**src/rtl/regfile_hilo.sv**
```systemverilog
// Architectural GPR file (32x32, r0 hardwired to zero) plus HI/LO pair, written from WB.
// Define RF_BYPASS_EN to make every read port write-through for same-cycle writes.
module regfile_hilo #(
  parameter int DATA_W      = 32,
  parameter int ADDR_W      = 5,
  parameter int WB_TO_RF_WD = 38
) (
  input  logic                   clk,
  input  logic                   rst,
  input  logic [WB_TO_RF_WD-1:0] wb_to_rf_bus,
  input  logic [ADDR_W-1:0]      raddr1,
  output logic [DATA_W-1:0]      rdata1,
  input  logic [ADDR_W-1:0]      raddr2,
  output logic [DATA_W-1:0]      rdata2,
  input  logic                   hi_we,
  input  logic                   lo_we,
  input  logic [DATA_W-1:0]      hi_i,
  input  logic [DATA_W-1:0]      lo_i,
  output logic [DATA_W-1:0]      hi_o,
  output logic [DATA_W-1:0]      lo_o,
  output logic [15:0]            wr_cnt
);

  localparam int DEPTH = 2 ** ADDR_W;

  logic              wb_we;
  logic [ADDR_W-1:0] wb_waddr;
  logic [DATA_W-1:0] wb_wdata;
  logic              gpr_commit;

  logic [DATA_W-1:0] gpr_q [DEPTH];
  logic [DATA_W-1:0] hi_q, hi_d;
  logic [DATA_W-1:0] lo_q, lo_d;
  logic [15:0]       wr_cnt_q, wr_cnt_d;

  assign wb_we    = wb_to_rf_bus[WB_TO_RF_WD-1];
  assign wb_waddr = wb_to_rf_bus[DATA_W +: ADDR_W];
  assign wb_wdata = wb_to_rf_bus[DATA_W-1:0];

  // Writes to r0 are architectural no-ops and must not count as commits.
  assign gpr_commit = wb_we && (wb_waddr != '0);

  // NOTE: the storage array is reset too, because software may read any GPR
  // before writing it and the zero-after-reset value is architecturally visible.
  always_ff @(posedge clk or posedge rst) begin
    if (rst) begin
      for (int i = 0; i < DEPTH; i++) begin
        gpr_q[i] <= '0;
      end
    end else if (gpr_commit) begin
      // NOTE: non-blocking assignment keeps every register update on the same edge.
      gpr_q[wb_waddr] <= wb_wdata;
    end
  end

  always_comb begin
    // NOTE: each comb output gets a default first so no path can infer a latch.
    hi_d     = hi_q;
    lo_d     = lo_q;
    wr_cnt_d = wr_cnt_q;
    if (hi_we)      hi_d     = hi_i;
    if (lo_we)      lo_d     = lo_i;
    if (gpr_commit) wr_cnt_d = wr_cnt_q + 16'd1;
  end

  always_ff @(posedge clk or posedge rst) begin
    if (rst) begin
      hi_q     <= '0;
      lo_q     <= '0;
      wr_cnt_q <= '0;
    end else begin
      hi_q     <= hi_d;
      lo_q     <= lo_d;
      wr_cnt_q <= wr_cnt_d;
    end
  end

  assign wr_cnt = wr_cnt_q;

`ifdef RF_BYPASS_EN
  // Write-through: a same-cycle write to the addressed register wins over storage.
  always_comb begin
    rdata1 = gpr_q[raddr1];
    rdata2 = gpr_q[raddr2];
    hi_o   = hi_we ? hi_i : hi_q;
    lo_o   = lo_we ? lo_i : lo_q;
    if (gpr_commit && (wb_waddr == raddr1)) rdata1 = wb_wdata;
    if (gpr_commit && (wb_waddr == raddr2)) rdata2 = wb_wdata;
    if (raddr1 == '0) rdata1 = '0;
    if (raddr2 == '0) rdata2 = '0;
  end
`else
  always_comb begin
    rdata1 = (raddr1 == '0) ? '0 : gpr_q[raddr1];
    rdata2 = (raddr2 == '0) ? '0 : gpr_q[raddr2];
    hi_o   = hi_q;
    lo_o   = lo_q;
  end
`endif

endmodule

```
**config.mk**
```make
export PLATFORM = sky130hd
export DESIGN_NAME = regfile_hilo
export DESIGN_NICKNAME = d
export VERILOG_FILES = /design/src/rtl/regfile_hilo.sv
export SDC_FILE = /design/constraint.sdc
export NUM_CORES = 2
export LEC_CHECK = 0
export CORE_ASPECT_RATIO = 2
export CORE_MARGIN = 5
export CORE_UTILIZATION = 61
export DETAILED_ROUTE_END_ITERATION = 6
export MAX_ROUTING_LAYER = met4
export PLACE_DENSITY = 0.9
export SLEW_MARGIN = 0
export SYNTH_ARGS = -nofsm -noshare
export SYNTH_HDL_FRONTEND = slang
export SYNTH_SLANG_ARGS = --single-unit
```
**constraint.sdc**
```tcl
create_clock -name clk -period 52.7 [get_ports clk]
set_input_delay 10.54 -clock clk [delete_from_list [all_inputs] [get_ports clk]]
set_output_delay 10.54 -clock clk [all_outputs]
set_load 0.03 [all_outputs]
```
==> impl_metrics.tcl <==
set metrics [dict create \
    final_nets 4011 \
    die_w_um 227 \
    core_region_area_mm2 0.0939 \
    routed_wl_mm 182 \
    yosysMostFrequentCell "dfrtp_1" \
    status "completed" \
    syn-mean-instance-area_um2 14.8 \
    regArea_mm2 0.0276 \
    critPathMaxStageDelay_ns 1.16 \
    post_cts_resized 0 \
    min_path_type "flop to flop" \
    first_global_vias 42400 \
    syn_nets 4004 \
    clkLatencyLatePin_ns 0.71 \
    synth_area_leaders "dfrtp_1 (48%), mux2_2 (21%), mux4_2 (15%)" \
    ys_warn_count 0 \
    syn-cell-area_mm2 0.0576 \
    dr.pass1.iters 5 \
    avgRoutedWirePerCell_um 35.0 \
    gp_congestion 0.875 \
    dpl.hpwl_mm 104 \
    period_minus_slack_ns 26.70 \
    rsz0062_at_grt "no" \
    grt_max_degree 176 \
    die-area_mm2 0.101 \
    drive_gt1_share_pct 45.3 \
    yosysTopAreaCell "dfrtp_1" \
    synthTopCellsByCount "dfrtp_1 (1104), mux2_2 (1093), mux4_2 (394), mux2i_1 (273), clkbuf_1 (216)" \
    p_leak_uw 0.0278 \
    grt_pass1_wl_mm 272 \
    die_h_um 445 \
    cts.clk_slew.worst_paths_ns 0.07 \
    postSynthCellCount 3887 \
    drc 0 \
    yosysSeqAreaShare_pct 47.9 \
    viasPerCell 7.54 \
    drtAntennaViolNets 0 \
    maxSlewHeadroom_pct 3.77 \
    rr_endpoint "wr_cnt[15]" \
    drt_iter0_drc 4695 \
    grt-ovfl-total 0 \
    worstSetupPathType "input port to output port" \
    rows 159 \
    finalSetupTns_ns 0 \
    multiInputGateArea_mm2 0.0281 \
    cts_tree "done" \
    grt_use_total_pct 37.2 \
    cts_buffers 97 \
    finClkSkew_ns 0.0260 \
    crit_path_cell_trace "buf_8, buf_12, buf_4, or3_1, nor2_4, nor3_1, clkdlybuf4s50_1" \
    antenna_found_initial 12 \
    r2r_slack_ns 50.82 \
    htreeDepth 3 \
    clockRootBuffer "clkbuf_16" \
    ios 260 \
    synth-main-ff-cell "dfrtp_1" \
    vias 39200 \
    slowest_stage "nor3_1" \
    rr_worst_depth 5 \
    synth-seq-cells 1104 \
    max_cap_violations 0 \
    crit_start "raddr2[2]" \
    clock_path_buffers 3 \
    end_kind "output port" \
    synth_edf_count 0 \
    crit_path_end "rdata2[29]" \
    numClockSinks 1104 \
    fin_crit_sh_pct 50.7 \
    finalPower_uw 2460 \
    fmax_ghz 0.0375 \
    synthArstFlopShare_pct 100 \
    io_buffers 259 \
    yosysTopAreaCellShare_pct 47.9 \
    start_util_pct 61.4 \
    required_ns 42.16 \
    hold_violations 0 \
    post_cts_buffers 0 \
    start_kind "input port" \
    ir_drop_mv 0.0426 \
    rr_startpoint "wr_cnt[4]" \
    worstPathArrival_ns 16.16 \
    fill_cells 5965 \
    worst-path-max-fanout 130 \
    worst_pin_slew_ns 1.44 \
    finalMaxSlewViolations 0 \
    syn2layout_area_growth_pct 11.2 \
    yosysUniqueCellTypes 55 \
    power_density_mw_per_mm2 38.4 \
    holdBufCountCts 0 \
    finalSetupViolCount 0 \
]
==> state kept, by name, summed over array words and instances (netlist names) <==
signal  flops
gpr_q    1024
lo_o       32
wr_cnt     16
hi_o       32
==> cell usage in the layout (no fill, tap or decap), drive strengths merged, types with 44 or more instances in the layout <==
cell / count
a22oi: 74
buf: 96
a22o: 52
clkdlybuf4s50: 251
mux2i: 273
nor3: 55
mux4: 394
mux2: 1100
a211oi: 46
dfrtp: 1104
o22ai: 44
clkbuf: 136
==> power by group <==
| group | internal (uW) | leakage, uW | total [uW] | switching [uW] |
|---|---|---|---|---|
| Sequential | 1000 | 0.0141 | 1130 | 129 |
| Combinational | 304 | 0.0120 | 543 | 239 |
| Clock | 452 | 0.00172 | 783 | 331 |
==> cell type report <==
type | count | share of cell area [%]
tap | 1207 | 2.36
clock inverter | 41 | 0.916
clock buffer | 136 | 4.52
sequential | 1104 | 43.1
timing repair buffer | 347 | 5.16
antenna | 13 | 0.0508
inverter | 5 | 0.0410
multi-input combinational | 2339 | 43.8
==> worst min-delay path by stage <==
stage                start     endpoint  slack [ns]  cells after the start
6_report       gpr_q[1015]  gpr_q[1015]        0.40                      0
5_1_grt        gpr_q[1014]  gpr_q[1014]        0.42                      0
4_1_cts        gpr_q[1023]  gpr_q[1023]        0.40                      0
3_5_place_dp   gpr_q[1015]  gpr_q[1015]        0.39                      0
3_3_place_gp   gpr_q[1020]  gpr_q[1020]        0.38                      0
2_1_floorplan  gpr_q[1008]  gpr_q[1008]        0.44                      1
==> routing by layer <==
metal | track usage (%) | wire length (um)
met1 | 43.5 | 58600
met2 | 55.5 | 84400
met3 | 11.1 | 21800
met4 | 25.3 | 16800
met5 | - | 0
==> per-stage QoR <==
step	cells	instance area, um^2	setup slack [ns]	hold slack (ns)	utilization [%]
3_3_place_gp	5002	60600	26.21	0.377	64.5
5_1_grt	5187	64100	25.84	0.417	68.2
4_1_cts	5179	64000	26.10	0.402	68.2
2_1_floorplan	3887	57600	11.08	0.441	-
6_report	5192	64100	26.00	0.402	68.2
3_5_place_dp	5002	60600	26.10	0.387	64.5
==> cells by family after synthesis <==
kind of cell             count (synthesis)  share of synthesized area, %
adder cells (fa/ha/maj)                  1                        0.0217
XOR/XNOR                                15                         0.228
flip-flops                            1104                          47.9
multiplexers                          1767                          41.6
AND/OR/NAND/NOR                        217                          2.04
buffers and inverters                  444                          3.68
AO/OA/AOI/OAI                          339                          4.45
==> critical path: cells and delay by family <==
family / cells / cell delay [ns]
buffers and inverters: 4 / 2.79
and+or+nand+nor: 3 / 2.39
No activity file was read; power rests on OpenSTA's default activity.
